## config.mk

```make
export PLATFORM = sky130hd
export DESIGN_NAME = npu_config_sequencer_flat
export DESIGN_NICKNAME = d
export VERILOG_FILES = /design/src/rtl/npu_config_sequencer_pkg.sv /design/src/rtl/npu_config_sequencer_if.sv /design/src/rtl/npu_config_sequencer_timer.sv /design/src/rtl/npu_config_sequencer.sv /design/src/flat_wrapper.sv
export SDC_FILE = /design/constraint.sdc
export NUM_CORES = 1
export LEC_CHECK = 0
export CAP_MARGIN = 5
export CORE_MARGIN = 10
export CORE_UTILIZATION = 45
export CTS_CLUSTER_SIZE = 12
export DETAILED_ROUTE_END_ITERATION = 8
export HOLD_SLACK_MARGIN = 0.06
export PLACE_DENSITY_LB_ADDON = 0.12
export RECOVER_POWER = 25
export SLEW_MARGIN = 25
export SYNTH_ARGS = -nofsm -noshare
export SYNTH_HDL_FRONTEND = slang
export SYNTH_SLANG_ARGS = --single-unit
```

## constraint.sdc

```tcl
create_clock -name clk -period 2.7 [get_ports clk]
set_input_delay 0.54 -clock clk [delete_from_list [all_inputs] [get_ports clk]]
set_output_delay 0.54 -clock clk [all_outputs]
set_load 0.02 [all_outputs]
```

## src/rtl/npu_config_sequencer_pkg.sv

```systemverilog
// npu_cfg_pkg: shared definitions for the NPU configuration sequencer.
//   - opcode constants for the 26-bit command word
//   - bit positions of the opcode / addr / data fields
//   - FSM state encoding and the state_t type exposed for debug
package npu_cfg_pkg;

    localparam logic [1:0] OP_NOP   = 2'b00;
    localparam logic [1:0] OP_WRITE = 2'b01;
    localparam logic [1:0] OP_WAIT  = 2'b10;
    localparam logic [1:0] OP_RUN   = 2'b11;

    localparam int OP_HI   = 25;
    localparam int OP_LO   = 24;
    localparam int ADDR_HI = 23;
    localparam int ADDR_LO = 18;
    localparam int DATA_HI = 17;
    localparam int DATA_LO = 0;

    localparam int ADDR_W  = ADDR_HI - ADDR_LO + 1;
    localparam int FIELD_W = DATA_HI - DATA_LO + 1;

    localparam logic [2:0] ST_IDLE   = 3'd0;
    localparam logic [2:0] ST_POP    = 3'd1;
    localparam logic [2:0] ST_DECODE = 3'd2;
    localparam logic [2:0] ST_WAIT   = 3'd3;
    localparam logic [2:0] ST_START  = 3'd4;
    localparam logic [2:0] ST_RUN    = 3'd5;

    typedef enum logic [2:0] {
        S_IDLE   = ST_IDLE,
        S_POP    = ST_POP,
        S_DECODE = ST_DECODE,
        S_WAIT   = ST_WAIT,
        S_START  = ST_START,
        S_RUN    = ST_RUN
    } state_t;

endpackage

```

## src/rtl/npu_config_sequencer_if.sv

```systemverilog
// npu_cfg_if: bus bundle between the sequencer, the config FIFO, the config
// register bank and the NPU start/done handshake.
//   fifo_dout/fifo_empty/fifo_rd_en : standard-read (non-FWFT) FIFO port
//   cfg_we/cfg_addr/cfg_data         : config register write port
//   npu_start/npu_done               : compute start pulse and completion
//
// Handshake rules: fifo_rd_en is a one-cycle strobe issued only while
// fifo_empty was low; the word appears on fifo_dout the cycle after the
// strobe is sampled. cfg_we qualifies cfg_addr/cfg_data for exactly one
// cycle. npu_start is a one-cycle pulse; the first high cycle of npu_done
// after it completes the job (level or pulse both work).
import npu_cfg_pkg::*;

interface npu_cfg_if #(
    parameter int DATA_W = 26
);
    logic [DATA_W-1:0]  fifo_dout;
    logic               fifo_empty;
    logic               fifo_rd_en;
    logic               cfg_we;
    logic [ADDR_W-1:0]  cfg_addr;
    logic [FIELD_W-1:0] cfg_data;
    logic               npu_start;
    logic               npu_done;

    // master: the sequencer
    modport master (
        input  fifo_dout, fifo_empty, npu_done,
        output fifo_rd_en, cfg_we, cfg_addr, cfg_data, npu_start
    );

    // slave: FIFO + register bank + NPU side
    modport slave (
        output fifo_dout, fifo_empty, npu_done,
        input  fifo_rd_en, cfg_we, cfg_addr, cfg_data, npu_start
    );
endinterface

```

## src/rtl/npu_config_sequencer_timer.sv

```systemverilog
// npu_cfg_timer: loadable down-counter with a zero flag.
//   clk, srst : clock, synchronous active-high reset
//   load      : load load_val (takes priority over dec)
//   load_val  : value to load
//   dec       : decrement by one, saturating at zero
//   zero      : count is zero
module npu_cfg_timer #(
    parameter int W = 18
) (
    input  logic         clk,
    input  logic         srst,
    input  logic         load,
    input  logic [W-1:0] load_val,
    input  logic         dec,
    output logic         zero
);
    logic [W-1:0] count;

    always_ff @(posedge clk) begin
        if (srst) begin
            count <= '0;
        end else if (load) begin
            count <= load_val;
        end else if (dec && (count != '0)) begin
            count <= count - 1'b1;
        end
    end

    assign zero = (count == '0);
endmodule

```

## src/rtl/npu_config_sequencer.sv

```systemverilog
// npu_config_sequencer: drains command words from the config FIFO and runs
// one action per word: register write, timed wait, or NPU start + wait done.
//   clk, srst   : clock, synchronous active-high reset
//   enable      : permits fetching a new command (looked at only in IDLE)
//   bus         : npu_cfg_if master (FIFO read, config write, NPU handshake)
//   busy        : high in every state except IDLE
//   timeout_err : sticky, set when npu_done does not arrive in time
//   cmd_count   : commands completed, wraps
//   dbg_state   : current FSM state
module npu_config_sequencer
    import npu_cfg_pkg::*;
#(
    parameter int DATA_W       = 26,
    parameter int DONE_TIMEOUT = 1023,
    parameter int CNT_W        = 16
) (
    input  logic             clk,
    input  logic             srst,
    input  logic             enable,
    npu_cfg_if.master        bus,
    output logic             busy,
    output logic             timeout_err,
    output logic [CNT_W-1:0] cmd_count,
    output state_t           dbg_state
);
    localparam logic [FIELD_W-1:0] TO_VAL = FIELD_W'(DONE_TIMEOUT);
    localparam bit TO_EN = (DONE_TIMEOUT != 0);

    state_t state, state_nxt;

    logic [DATA_W-1:0]  word;
    logic [1:0]         op;
    logic [FIELD_W-1:0] field_data;

    logic               rd_q, we_q, start_q;
    logic [ADDR_W-1:0]  addr_q;
    logic [FIELD_W-1:0] data_q;

    logic               rd_nxt, we_nxt, start_nxt;
    logic               cmd_done, err_set;
    logic               tmr_load, tmr_dec, tmr_zero;
    logic [FIELD_W-1:0] tmr_val;

    assign word       = bus.fifo_dout;
    assign op         = word[OP_HI:OP_LO];
    assign field_data = word[DATA_HI:DATA_LO];

    // One timer serves both uses. For WAIT it is loaded with data-1 so the
    // zero flag rises in the last WAIT cycle. For RUN it is loaded with
    // DONE_TIMEOUT in START; reaching zero in RUN is the same moment an
    // up-counter cleared in START would equal DONE_TIMEOUT.
    npu_cfg_timer #(.W(FIELD_W)) u_timer (
        .clk      (clk),
        .srst     (srst),
        .load     (tmr_load),
        .load_val (tmr_val),
        .dec      (tmr_dec),
        .zero     (tmr_zero)
    );

    always_comb begin
        state_nxt = state;
        rd_nxt    = 1'b0;
        we_nxt    = 1'b0;
        start_nxt = 1'b0;
        cmd_done  = 1'b0;
        err_set   = 1'b0;
        tmr_load  = 1'b0;
        tmr_dec   = 1'b0;
        tmr_val   = '0;
        case (state)
            S_IDLE: begin
                if (enable && !bus.fifo_empty) begin
                    state_nxt = S_POP;
                    rd_nxt    = 1'b1;
                end
            end
            S_POP: begin
                state_nxt = S_DECODE;
            end
            S_DECODE: begin
                case (op)
                    OP_WRITE: begin
                        we_nxt    = 1'b1;
                        cmd_done  = 1'b1;
                        state_nxt = S_IDLE;
                    end
                    OP_WAIT: begin
                        if (field_data == '0) begin
                            cmd_done  = 1'b1;
                            state_nxt = S_IDLE;
                        end else begin
                            tmr_load  = 1'b1;
                            tmr_val   = field_data - 1'b1;
                            state_nxt = S_WAIT;
                        end
                    end
                    OP_RUN: begin
                        start_nxt = 1'b1;
                        state_nxt = S_START;
                    end
                    default: begin
                        cmd_done  = 1'b1;
                        state_nxt = S_IDLE;
                    end
                endcase
            end
            S_WAIT: begin
                tmr_dec = 1'b1;
                if (tmr_zero) begin
                    cmd_done  = 1'b1;
                    state_nxt = S_IDLE;
                end
            end
            S_START: begin
                tmr_load  = 1'b1;
                tmr_val   = TO_VAL;
                state_nxt = S_RUN;
            end
            S_RUN: begin
                // done is tested first so it beats a simultaneous timeout
                if (bus.npu_done) begin
                    cmd_done  = 1'b1;
                    state_nxt = S_IDLE;
                end else if (TO_EN && tmr_zero) begin
                    err_set   = 1'b1;
                    cmd_done  = 1'b1;
                    state_nxt = S_IDLE;
                end else begin
                    tmr_dec = TO_EN;
                end
            end
            default: begin
                state_nxt = S_IDLE;
            end
        endcase
    end

    always_ff @(posedge clk) begin
        if (srst) begin
            state       <= S_IDLE;
            rd_q        <= 1'b0;
            we_q        <= 1'b0;
            start_q     <= 1'b0;
            addr_q      <= '0;
            data_q      <= '0;
            timeout_err <= 1'b0;
            cmd_count   <= '0;
        end else begin
            state   <= state_nxt;
            rd_q    <= rd_nxt;
            we_q    <= we_nxt;
            start_q <= start_nxt;
            if (we_nxt) begin
                addr_q <= word[ADDR_HI:ADDR_LO];
                data_q <= field_data;
            end
            if (err_set) begin
                timeout_err <= 1'b1;
            end
            if (cmd_done) begin
                cmd_count <= cmd_count + 1'b1;
            end
        end
    end

    assign bus.fifo_rd_en = rd_q;
    assign bus.cfg_we     = we_q;
    assign bus.cfg_addr   = addr_q;
    assign bus.cfg_data   = data_q;
    assign bus.npu_start  = start_q;
    assign busy           = (state != S_IDLE);
    assign dbg_state      = state;
endmodule
```

## src/flat_wrapper.sv

```systemverilog
// flat-port wrapper written by rule: the top's interface ports become plain ports
module npu_config_sequencer_flat import npu_cfg_pkg::*;
#(
    parameter int DATA_W       = 26,
    parameter int DONE_TIMEOUT = 1023,
    parameter int CNT_W        = 16
)
  (clk, srst, enable, busy, timeout_err, cmd_count, dbg_state, bus_fifo_dout, bus_fifo_empty, bus_npu_done, bus_fifo_rd_en, bus_cfg_we, bus_cfg_addr, bus_cfg_data, bus_npu_start);
  npu_cfg_if #(.DATA_W(DATA_W)) bus_i ();
  input  logic clk;
  input  logic srst;
  input  logic enable;
  output logic busy;
  output logic timeout_err;
  output logic [CNT_W-1:0] cmd_count;
  output state_t dbg_state;
  input wire logic [$bits(bus_i.fifo_dout)-1:0] bus_fifo_dout;
  input wire logic [$bits(bus_i.fifo_empty)-1:0] bus_fifo_empty;
  input wire logic [$bits(bus_i.npu_done)-1:0] bus_npu_done;
  output wire logic [$bits(bus_i.fifo_rd_en)-1:0] bus_fifo_rd_en;
  output wire logic [$bits(bus_i.cfg_we)-1:0] bus_cfg_we;
  output wire logic [$bits(bus_i.cfg_addr)-1:0] bus_cfg_addr;
  output wire logic [$bits(bus_i.cfg_data)-1:0] bus_cfg_data;
  output wire logic [$bits(bus_i.npu_start)-1:0] bus_npu_start;
  assign bus_i.fifo_dout = bus_fifo_dout;
  assign bus_i.fifo_empty = bus_fifo_empty;
  assign bus_i.npu_done = bus_npu_done;
  assign bus_fifo_rd_en = bus_i.fifo_rd_en;
  assign bus_cfg_we = bus_i.cfg_we;
  assign bus_cfg_addr = bus_i.cfg_addr;
  assign bus_cfg_data = bus_i.cfg_data;
  assign bus_npu_start = bus_i.npu_start;
  npu_config_sequencer #(.DATA_W(DATA_W), .DONE_TIMEOUT(DONE_TIMEOUT), .CNT_W(CNT_W)) u_core (.clk(clk), .srst(srst), .enable(enable), .bus(bus_i), .busy(busy), .timeout_err(timeout_err), .cmd_count(cmd_count), .dbg_state(dbg_state));
endmodule
```

Yosys cells after proc, flatten, opt, wreduce, memory -nomap -nowiden
Cells that the tools add are included.
{ "totals": {"regBits": 65, "inputBits": 31, "output_inout_bits": 48, "word_cells": 62} }
{ "op_classes": {"add_sub_neg": 3, "eq_ne": 9, "n_mux": 28, "bitwise_logic": 2, "n_reduce_logical": 11} }
{ "ops": {"columns": ["operator", "n"], "rows": [
  ["$mux W18", 4],
  ["$logic_not A18 Y1", 2],
  ["$pmux W18 S2", 1],
  ["$sub A18 B1 Y18 const B", 2],
  ["$pmux W3 S6", 1],
  ["$reduce_bool A18 Y1", 1],
  ["$add A16 B1 Y16 const B", 1],
  ["$mux W1", 13],
  ["$mux W3", 3],
  ["$eq A3 B2 Y1 const B", 2],
  ["$eq A3 B3 Y1 const B", 2],
  ["$pmux W1 S2", 3],
  ["$pmux W3 S2", 1],
  ["$eq A2 B2 Y1 const B", 2],
  ["$reduce_or A2 Y1", 2],
  ["$eq A3 B1 Y1 const B", 1],
  ["$logic_not A3 Y1", 1],
  ["$pmux W1 S3", 1],
  ["$reduce_bool A3 Y1", 1],
  ["$eq A2 B1 Y1 const B", 1],
  ["$logic_and A1 B1 Y1", 2],
  ["$mux W2", 1],
  ["$ne A2 B1 Y1 const B", 1],
  ["$not A1 Y1", 2],
  ["other kinds (2)", 2]
]} }

Logic depth before layout (Yosys ltp)
Gate-level depths: netlist of the first run.
{ "logic_depth": {"word_depth": 7, "depth_mapped": 9, "mapped_depth_nobuf": 8} }

Modules after synthesis
From an unflattened synthesis of the first run, not the netlist that was laid out.
{ "hier_totals": {"hier_cells": 455, "hier_area_um2": 3594.7} }
{ "modules_own_cells": {"columns": ["mod", "instances", "cells_per_inst", "area_per_inst_um2", "seq_area_each_um2"], "rows": [
  ["npu_config_sequencer", 1, 328, 2546.2, 940.9],
  ["npu_cfg_timer", 1, 127, 1048.5, 360.3]
]} }

Worst setup path after synthesis of the first run
No wires, ideal clock.
{ "synth_path": {"path_kind": "input to register", "start": "in bus_fifo_dout[2]", "end": "reg u_core.cmd_count[6]", "setup_ns": 0.128, "t_arrival_ns": 2.095, "t_required_ns": 2.572, "path_slack_ns": 0.478, "stages": 7, "n_path_buf": 1, "cell_sequence": "nor4_4 -> nand4_4 -> o41ai_4 -> buf_6 -> o211ai_1 -> xor2_1 -> nor2_1"} }
{ "synth_via": {"elab_chain_cells": 4} }
{ "synth_rtl": {"columns": ["item", "line_no", "rtl"], "rows": [
  ["from (decl)", "flat_wrapper.sv:17", "input wire logic [$bits(bus_i.fifo_dout)-1:0] bus_fifo_dout;"],
  ["$logic_not A18 Y1", "npu_config_sequencer.sv:89", "if (field_data == '0) begin"],
  ["$mux W1", "npu_config_sequencer.sv:89", null],
  ["$pmux W1 S2", "npu_config_sequencer.sv:82", "case (op)"],
  ["$pmux W1 S3", "npu_config_sequencer.sv:71", "case (state)"],
  ["to (signal assigned)", "npu_config_sequencer.sv:162", "cmd_count <= cmd_count + 1'b1;"],
  ["to (decl)", "npu_config_sequencer.sv:23", "output logic [CNT_W-1:0] cmd_count,"]
]} }
Every way passes these cells.
A chain may end at the register's enable or synchronous reset.

Worst setup path after layout of the first run
{ "layout_path": {"start": "in bus_fifo_dout[8]", "end": "reg u_core.u_timer.count[15]"} }
{ "layout_via": {"elab_chain_cells": 5, "word_cells_on_any_way": 10, "cone_classes": "1 x add/sub; 7 x mux; 2 x reduce/logical"} }
{ "layout_rtl": {"columns": ["item", "line_no", "rtl"], "rows": [
  ["$sub A18 B1 Y18 or $logic_not A18 Y1 (tied branches)", "npu_config_sequencer.sv:94, npu_config_sequencer.sv:89", null],
  ["$mux W18 or $mux W1 (tied branches)", "npu_config_sequencer.sv:89", null],
  ["$mux W18 or $mux W1 (tied branches)", "npu_config_sequencer.sv:82", null],
  ["$pmux W18 S2 or $pmux W1 S2 (tied branches)", "npu_config_sequencer.sv:71", null],
  ["$mux W18 or $reduce_bool A2 Y1 (tied branches)", null, null],
  ["to (signal assigned)", "npu_config_sequencer_timer.sv:23", "count <= load_val;"],
  ["to (signal assigned)", "npu_config_sequencer_timer.sv:25", "count <= count - 1'b1;"],
  ["to (decl)", "npu_config_sequencer_timer.sv:17", "logic [W-1:0] count;"]
]} }
Parallel ways exist; a longest one is shown, timed or not.

==> impl_metrics.ini, run 1 <==
[status]
run_status = finished, final reports clean

[synthesis]
synth_cell_type_count = 66
avgSynthCellArea_um2 = 8.38
ys_dominant_reg_cell = dfxtp_1
synth-warning-count = 0
async_flop_share = 0
yosys.cell_count.top_type = nand2_1
post_synth_main_area_contributors = dfxtp_1 (37%), xor2_1 (7.2%), nand2_1 (7.1%), a21oi_1 (5.7%), nor2_1 (4.8%)
share_of_yosys_cell_area_claimed_by_the_top_area_cell_type = 0.371
synth-edff-count = 0
yosysSeqAreaShare = 0.371
register_bit_total_from_synthesis = 65
syn-num-nets = 454
synth.largest_area_cell = dfxtp_1
post_synthesis_cell_area_um2 = 3510
synth.cells.most_frequent = nand2_1 (66), dfxtp_1 (65), nor2_1 (45), a21oi_1 (40), xor2_1 (29)
syn_inst = 419

[grt]
grt.met2_usage = 0.266
track_usage = 0.178
via_count_of_the_first_global_routing_pass = 3330
grt_remaining_overflow = 0
grt_max_degree = 32
grt.met3_usage = 0.0785
antenna_found_initial = 0
grt_util_met1 = 0.229
global_route_wire_length_before_repair_um = 16900
grt-busiest-layer = met2

[worst_setup_path]
worst-setup-path-type = in2reg
timing.critical_path.slowest_cell_delay_ns = 0.48
endpoint_kind = register
cp.required_ns = 2.89
slowest_stage = clkdlybuf4s50_1
timing.critical_path.arrival_ns = 2.60
path_cells = clkdlybuf4s50_1, nor4_4, nand4_4, buf_12, nor4_1, mux2_2, a22oi_1, nor2_1
crit_path_start_kind = input port
worst-path-buf-inv = 2
critical-path-top-delay-family = simple AND/OR/NAND/NOR gates
max_fo_critical_path = 5

[cts]
clock_sink_count = 65
tritoncts = yes
hold_fix_buffers_cts = 0
clock_tree.buffer_depth = 2
clockRootBuffer = clkbuf_8
cts.reportedPaths.clkPinSlew_ns = 0.06
clock_tree.htree_level_count = 3
cts-buffers-inserted = 9
worst_skew_pair.late_latency_ns = 0.34

[floorplanning]
die_x_um = 108
ioPinCount = 79
start_util = 0.459
die_area_um2 = 11700
placementRows = 32
core_area_um2 = 7650
die_h_um = 108

[route]
routedWlPerCell_um = 15.9
drc = 0
antenna_violating_nets_post_route = 0
num_vias = 3375
first_pass_iters = 4
drtIter0Drc = 178
vias_per_cell = 5.35
wl_um = 10000

[flow_run]
drv_cap = 0

[timing]
fmax_mhz = 417
final_report_setup_violation_count = 0
timing.setup.tns_ns = 0
slew_viol_final = 0
period_needed_ns = 2.40
setup_ws_final_ns = 0.300
grt_setup_unrepaired = false
worst_clock_skew_ns = 0.00808
hold_violations = 0
period_share = 0.889
slew_of_the_pin_with_the_lowest_slew_margin_ns = 1.37
timing.slew.headroom = 0.0884

[power]
powerDensity_nw_per_um2 = 441
total_power_mw = 2.12
p_switching_mw = 0.506
ir_worst_vdd_mv = 0.252
sw_frac_of_total = 0.239
share_seq_of_total_power = 0.462
p_int_mw = 1.62
pwr-share-comb = 0.123
clkPwrFrac = 0.416
leakagePower_nw = 1.84

[placement]
dpl_cell_area_um2 = 4610
place_ws_ns = -0.0177
dp_hpwl_um = 7570
placement.io_buffers = 78
place.gp.congestion = 0.907

[final_layout]
area.growth.synth_to_final_pct = 37.2
post_route_core_utilization = 0.630
fin_area_um2 = 4820
final_layout_size_suffix_gt1_frac = 0.138
final_nets = 560
antennaDiodeCount = 0

[min_path]
min_path_type = reg2reg
## timing repair
action,4_1_cts,5_1_grt
resized for setup,0,1
endpoints found under the hold margin,0,0
endpoints found under the setup margin,0,5
buffers inserted,0,0
## per-layer routing
metal / share of wire / vias to the layer above
li1: - / 1707
met1: 0.43 / 1559
met2: 0.45 / 99
met3: 0.11 / 10
met4: 0.0099 / 0
met5: 0 / -
## power groups by stage
stage	Sequential [mW]	Combinational (mW)	Clock (mW)
6_report	0.980	0.260	0.882
5_1_grt	0.981	0.286	0.941
4_1_cts	0.980	0.263	0.898
3_5_place_dp	1.00	0.261	0
3_3_place_gp	1.00	0.259	0
2_1_floorplan	1.00	0.126	0
## layout by cell type, fill, tap and decap left out, types with 3 or more instances in the layout
cell             netlist  layout
or3_1                  3       3
buf_12                 0       4
clkbuf_1              11       3
buf_4                  0      32
a21oi_1               40      40
a221oi_1               3       3
nor3_1                19      19
clkbuf_8               4      13
dfxtp_1               65      65
xnor2_1                8       8
nor3b_1                4       4
nand3_1                7       7
nand2_1               66      66
a32oi_1                3       3
o211ai_1               7       7
o2111ai_1              6       6
and3_1                 4       4
nor2_1                45      45
nand3b_1               3       3
nand2b_1               5       5
ha_1                   4       4
o21ai_0                6       6
xor2_1                29      29
nand4_1                4       4
nor4_1                 5       5
inv_1                  7       7
clkdlybuf4s50_1        0      52
dlygate4sd3_1          0      25
## sequential cells by signal, indices dropped and copies added, names as in the netlist
name	flops
u_core.bus.cfg_we	1
u_core.dbg_state	3
u_core.bus.fifo_rd_en	1
u_core.bus.cfg_data	18
u_core.bus.npu_start	1
u_core.u_timer.count	18
u_core.cmd_count	16
u_core.bus.cfg_addr	6
u_core.timeout_err	1
## through the flow
stage / instances / hold WS (ns)
after CTS: 631 / 0.457
after global routing: 631 / 0.468
after detailed placement: 616 / 0.449
after floorplan: 419 / 0.467
after global placement: 616 / 0.442
final: 631 / 0.450
## cell type report
| type | instances | area (um^2) |
|---|---|---|
| Fill cell | 696 | 2830 |
| Multi-Input combinational cell | 326 | 2050 |
| Sequential cell | 65 | 1300 |
| Timing Repair Buffer | 116 | 1100 |
| Clock buffer | 13 | 179 |
| Tap cell | 102 | 128 |
| Clock inverter | 2 | 35.0 |
| Inverter | 7 | 26.3 |
## kinds of logic (layout without fill, tap and decap cells)
family / Yosys count / in the layout / share of synthesized area
xor gates and xnor gates: 37 / 37 / 0.0923
buffers and inverters: 28 / 138 / 0.0488
adders and majority gates: 4 / 4 / 0.0143
and+or+nand+nor: 188 / 188 / 0.280
AOI/OAI and AO/OA: 96 / 96 / 0.191
muxes: 1 / 1 / 0.00321
DFF: 65 / 65 / 0.371
## worst register-to-register path, delay by kind of cell, from the launching register on
family	cells	cell delay, ns
and+or+nand+nor	3	0.88
AOI/OAI and AO/OA	3	0.65
DFF	1	0.34
adders and majority gates	1	0.20
buffers and inverters	1	0.07
## path summary, 6_finish.rpt
path | to | slack (ns) | from | cells after the start
max | u_core.u_timer.count[15]$_SDFFE_PP0P_ | 0.30 | bus_fifo_dout[8] | 8
min | u_core.bus.cfg_data[5]$_SDFFE_PP0P_ | 0.45 | u_core.bus.cfg_data[5]$_SDFFE_PP0P_ | 2
max reg2reg | u_core.u_timer.count[8]$_SDFFE_PP0P_ | 0.39 | u_core.u_timer.count[0]$_SDFFE_PP0P_ | 8
min reg2reg | u_core.bus.cfg_data[5]$_SDFFE_PP0P_ | 0.45 | u_core.bus.cfg_data[5]$_SDFFE_PP0P_ | 2
Power figures use the tool's default switching activity.
==> inputs of run 2 (changes only) <==
--- a/config.mk
+++ b/config.mk
@@ -9,3 +9,3 @@
 export CORE_MARGIN = 10
-export CORE_UTILIZATION = 45
+export CORE_UTILIZATION = 30
 export CTS_CLUSTER_SIZE = 12
--- a/constraint.sdc
+++ b/constraint.sdc
@@ -3,2 +3,2 @@
 set_output_delay 0.54 -clock clk [all_outputs]
-set_load 0.02 [all_outputs]
+set_load 0.05 [all_outputs]
==> impl_metrics.ini, run 2 (synthesis results as in run 1) <==
[worst_setup_path]
worst-setup-path-type = reg2out
timing.critical_path.depth = 2
slowest_stage = clkdlybuf4s50_1
timing.critical_path.slowest_cell_delay_ns = 0.82
timing.critical_path.arrival_ns = 1.92
crit_path_start_kind = register
endpoint_kind = output pin
worst-path-buf-inv = 1
path_cells = or3_1, clkdlybuf4s50_1
max_fo_critical_path = 13
cp.required_ns = 2.16
timing.reg2reg.worst_path_depth = 11
critical-path-top-delay-family = buffers and inverters

[status]
run_status = finished, final reports clean

[floorplanning]
die_h_um = 128
die_x_um = 128
start_util = 0.308
placementRows = 39
core_area_um2 = 11400
die_area_um2 = 16400
ioPinCount = 79

[power]
share_seq_of_total_power = 0.393
total_power_mw = 2.50
sw_frac_of_total = 0.243
p_switching_mw = 0.608
leakagePower_nw = 1.84
p_int_mw = 1.89
powerDensity_nw_per_um2 = 497
pwr-share-comb = 0.116
ir_worst_vdd_mv = 0.259
clkPwrFrac = 0.491

[placement]
place_ws_ns = -0.0487
place.gp.congestion = 0.815
dpl_cell_area_um2 = 4720
placement.io_buffers = 78
dp_hpwl_um = 8280
placed_cells = 669

[cts]
cts_post_setup_buffers_inserted = 0
clock_tree.buffer_depth = 2
tritoncts = yes
cts_resized = 0
clock_tree.htree_level_count = 3
clockRootBuffer = clkbuf_16
clock_sink_count = 65
cts-buffers-inserted = 9
worst_skew_pair.late_latency_ns = 0.33
hold_fix_buffers_cts = 0
cts.reportedPaths.clkPinSlew_ns = 0.05

[timing]
timing.setup.tns_ns = 0
fmax_mhz = 406
grt_setup_unrepaired = false
worst_clock_skew_ns = 0.00573
slew_viol_final = 0
hold_violations = 0
period_needed_ns = 2.46
setup_ws_final_ns = 0.236
timing.slew.headroom = 0.240
final_report_setup_violation_count = 0
slew_of_the_pin_with_the_lowest_slew_margin_ns = 1.14
hold_slack_ns = 0.455
period_share = 0.913

[grt]
global_route_wire_length_before_repair_um = 17700
grt_util_met1 = 0.168
track_usage = 0.132
grt_max_degree = 27
grt-busiest-layer = met2
grt.met2_usage = 0.193
grt_remaining_overflow = 0
grt.met3_usage = 0.0492
antenna_found_initial = 0
via_count_of_the_first_global_routing_pass = 3361

[route]
vias_per_cell = 5.05
drc = 0
routedWlPerCell_um = 16.0
antenna_violating_nets_post_route = 0
drtIter0Drc = 185
num_vias = 3457
wl_um = 11000
first_pass_iters = 5

[final_layout]
fillers = 1161
fin_area_um2 = 5030
top_library_cells_by_usage_in_the_layout_fill_and_taps_aside = clkdlybuf4s50_1 (76), nand2_1 (66), dfxtp_1 (65), nor2_1 (45), buf_4 (45)
final_layout_size_suffix_gt1_frac = 0.157
area.growth.synth_to_final_pct = 43.1
post_route_core_utilization = 0.440
final_nets = 572
multi_input_comb_area_um2 = 2040
mostFrequentLayoutCell = clkdlybuf4s50_1
stdcell_count = 685
layout.area.seq_um2 = 1300
antennaDiodeCount = 0

[min_path]
hold-path-cell-count = 2
min_path_type = reg2reg

[flow_run]
drv_cap = 0
[run 2: cell count changes in the layout (fill, tap and decap cells not counted), moves of 2 or more]
cell	delta
buf_12	-2
buf_4	+13
clkbuf_16	+9
clkbuf_8	-10
clkdlybuf4s50_1	+24
clkinvlp_4	+2
dlygate4sd3_1	-24
[run 2: worst paths after layout]
path / start / endpoint / slack [ns]
hold / removal: u_core.bus.cfg_data[11]$_SDFFE_PP0P_ / u_core.bus.cfg_data[11]$_SDFFE_PP0P_ / 0.46
setup reg to reg: u_core.u_timer.count[0]$_SDFFE_PP0P_ / u_core.cmd_count[10]$_SDFFE_PP0P_ / 0.41
hold reg to reg: u_core.bus.cfg_data[11]$_SDFFE_PP0P_ / u_core.bus.cfg_data[11]$_SDFFE_PP0P_ / 0.46
setup / recovery: u_core.dbg_state[0]$_SDFFE_PP0P_ / busy / 0.24
[run 2: power groups by stage]
stage | combinational, mW | clock [mW] | sequential (mW)
2_1_floorplan | 0.131 | 0 | 1.02
3_3_place_gp | 0.290 | 0 | 1.00
3_5_place_dp | 0.291 | 0 | 1.00
4_1_cts | 0.293 | 1.25 | 0.981
5_1_grt | 0.313 | 1.29 | 0.982
6_report | 0.290 | 1.23 | 0.981
[run 2: worst min-delay path: cells and delay by family (launching register included)]
family          cells  cell delay, ns
compound gates      1            0.05
flops               1            0.31
simple gates        1            0.05
[run 2: metal layers]
| metal | routed length [um] | vias to the layer above |
|---|---|---|
| met5 | 0 | - |
| met4 | 248 | 0 |
| met3 | 858 | 14 |
| met2 | 4900 | 88 |
| met1 | 4950 | 1617 |
| li1 | - | 1738 |
[run 2: cell type report]
| cell class | count | area share |
|---|---|---|
| Clock inverter | 4 | 0.00996 |
| Inverter | 7 | 0.00523 |
| Sequential cell | 65 | 0.259 |
| Clock buffer | 12 | 0.0530 |
| Multi-Input combinational cell | 326 | 0.406 |
| Timing Repair Buffer | 128 | 0.232 |
| Tap cell | 143 | 0.0356 |
==> inputs of run 3 (changes only) <==
- RECOVER_POWER: 25 -> 100
- SYNTH_HIERARCHICAL: unset -> 1
- clock period: 2.7 -> 2.4 ns (I/O delays scaled with it)
==> impl_metrics.ini, run 3 <==
[placement]
place.gp.congestion = 0.785
placement.io_buffers = 78
dp_hpwl_um = 8700
placed_cells = 732
dpl_cell_area_um2 = 5140

[grt]
grt_remaining_overflow = 0
track_usage = 0.139
global_route_wire_length_before_repair_um = 18800
antenna_found_initial = 0
grt_max_degree = 34
via_count_of_the_first_global_routing_pass = 3724

[synthesis]
syn_inst = 455
post_synth_main_area_contributors = dfxtp_1 (36%), nand2_1 (6.9%), a21oi_1 (5.7%), nor2_1 (5.6%), xnor2_1 (5.1%)
synthMuxAreaShare = 0.0435
synth.cells.most_frequent = nand2_1 (66), dfxtp_1 (65), nor2_1 (54), a21oi_1 (41), a211oi_1 (23)
avgSynthCellArea_um2 = 7.90
synth-warning-count = 6
synthSimpleGateAreaFrac = 0.306
synth_compound_area_frac = 0.174
share_of_yosys_cell_area_claimed_by_the_top_area_cell_type = 0.362
post_synthesis_cell_area_um2 = 3590
synth_xor_xnor_area_share = 0.0658
synth-edff-count = 0
syn-num-nets = 490
yosys.cell_count.top_type = nand2_1
ys_dominant_reg_cell = dfxtp_1
yosysSeqAreaShare = 0.362
synth_top_family_by_area = simple AND/OR/NAND/NOR gates
register_bit_total_from_synthesis = 65
async_flop_share = 0
synth_cell_type_count = 53
synth.largest_area_cell = dfxtp_1
synth-adder-area-share = 0.0139

[final_layout]
antennaDiodeCount = 0
area.growth.synth_to_final_pct = 65.5
fin_area_um2 = 5950
top_library_cells_by_usage_in_the_layout_fill_and_taps_aside = clkdlybuf4s50_1 (75), buf_4 (75), nand2_1 (64), dfxtp_1 (62), nor2_1 (52)
fillers = 1074
post_route_core_utilization = 0.514
final_layout_size_suffix_gt1_frac = 0.308
final_nets = 643
stdcell_count = 756

[timing]
slew_of_the_pin_with_the_lowest_slew_margin_ns = 1.40
setup_ws_final_ns = -0.0976
worst_clock_skew_ns = 0.00671
fmax_mhz = 400
period_share = 1.04
timing.slew.headroom = 0.0657
grt_setup_unrepaired = true
hold_slack_ns = 0.455
slew_viol_final = 0
final_report_setup_violation_count = 11
period_needed_ns = 2.50
hold_violations = 0

[cts]
clockRootBuffer = clkbuf_16
cts.reportedPaths.clkPinSlew_ns = 0.05
clock_tree.htree_level_count = 3
cts-buffers-inserted = 9
hold_fix_buffers_cts = 0
tritoncts = yes
clock_sink_count = 65
worst_skew_pair.late_latency_ns = 0.33
clock_tree.buffer_depth = 2

[power]
total_power_mw = 3.07
powerDensity_nw_per_um2 = 515
ir_worst_vdd_mv = 0.309
leakagePower_nw = 2.14

[worst_setup_path]
path_cells = or4_4, nor3b_4, and2_4, nor2_4, buf_6, a2bb2oi_4, a2111oi_4, mux2_1
rrSetupSlack_ns = -0.1
crit_path_start_kind = register
worst_setup_path_end = u_core/cmd_count[10]$_SDFFE_PP0P_
endpoint_kind = register
worst_r2r_endpoint = u_core/cmd_count[10]$_SDFFE_PP0P_
slowest_stage = or4_4
timing.critical_path.slowest_cell_delay_ns = 0.56
max_fo_critical_path = 7
worst-setup-path-type = reg2reg
timing.reg2reg.worst_path_depth = 8
timing.critical_path.arrival_ns = 2.71
timing.rr.start = u_core/u_timer/count[15]$_SDFFE_PP0P_
cp.required_ns = 2.61
worstSetupStartpoint = u_core/u_timer/count[15]$_SDFFE_PP0P_

[floorplanning]
die_area_um2 = 16800
placementRows = 39
start_util = 0.311
die_h_um = 129
die_x_um = 129
core_area_um2 = 11600
ioPinCount = 79

[min_path]
min_path_type = reg2reg

[status]
run_status = finished with violations
failed_checks = negative setup slack

[route]
drc = 0
routedWlPerCell_um = 15.8
wl_um = 11900
first_pass_iters = 7
num_vias = 3795
antenna_violating_nets_post_route = 0
vias_per_cell = 5.02
drtIter0Drc = 154

[flow_run]
drv_cap = 0
run 3: timing repair:
| action | 4_1_cts | 5_1_grt |
|---|---|---|
| gates cloned | 2 | 0 |
| resized for setup | 32 | 54 |
| buffers inserted | 6 | 2 |
| setup endpoints to repair | 31 | 34 |
| pin swaps | 14 | 21 |
run 3: stage by stage:
stage	setup TNS [ns]	worst slack, ns
3_5_place_dp	-9.46	-0.409
3_3_place_gp	-8.15	-0.363
6_report	-0.366	-0.0976
5_1_grt	-2.29	-0.162
2_1_floorplan	-0.282	-0.0708
4_1_cts	-0.450	-0.0816
run 3: final cells by class:
class	instances	area, um^2	share of cell area
multi-input cells	359	2600	0.437
clock buffers	9	225	0.0379
well taps	143	179	0.0301
repair buffers	165	1490	0.251
flip-flops and latches	65	1310	0.219
inverters	8	30.0	0.00505
clock inverters	7	118	0.0198
run 3: power by group:
group          leakage [nW]  switching, mW  total (mW)  internal, mW
combinational          1.44          0.235       0.462         0.227
sequential            0.526         0.0135        1.10          1.09
clock                 0.170          0.484        1.50          1.02
total                  2.14          0.732        3.07          2.33
run 3: worst min-delay path by stage:
stage	startpoint	to	slack, ns	depth (start not counted)
3_5_place_dp	u_core/bus.cfg_addr[1]$_SDFFE_PP0P_	u_core/bus.cfg_addr[1]$_SDFFE_PP0P_	0.45	2
2_1_floorplan	u_core/u_timer/count[8]$_SDFFE_PP0P_	u_core/u_timer/count[8]$_SDFFE_PP0P_	0.51	2
5_1_grt	u_core/bus.cfg_data[11]$_SDFFE_PP0P_	u_core/bus.cfg_data[11]$_SDFFE_PP0P_	0.48	2
4_1_cts	u_core/bus.cfg_addr[1]$_SDFFE_PP0P_	u_core/bus.cfg_addr[1]$_SDFFE_PP0P_	0.46	2
6_report	u_core/bus.cfg_addr[1]$_SDFFE_PP0P_	u_core/bus.cfg_addr[1]$_SDFFE_PP0P_	0.45	2
3_3_place_gp	u_core/bus.cfg_addr[0]$_SDFFE_PP0P_	u_core/bus.cfg_addr[0]$_SDFFE_PP0P_	0.44	2
run 3: cells by family after synthesis:
| logic type | Yosys count |
|---|---|
| and+or+nand+nor | 216 |
| AOI/OAI and AO/OA | 96 |
| DFF | 65 |
| buffers and inverters | 33 |
| xor gates and xnor gates | 27 |
| muxes | 14 |
| adders and majority gates | 4 |
run 3: metal layers:
layer  wire [um]  global-route usage
met5           0                   0
met4         236              0.0622
met3         806              0.0498
met2        5550               0.220
met1        5350               0.166
run 3: critical path, delay by kind of cell, from the launching register on:
kind / cells / cell delay (ns)
and+or+nand+nor: 4 / 1.03
AOI/OAI and AO/OA: 2 / 0.56
muxes: 1 / 0.35
DFF: 1 / 0.31
buffers and inverters: 1 / 0.13
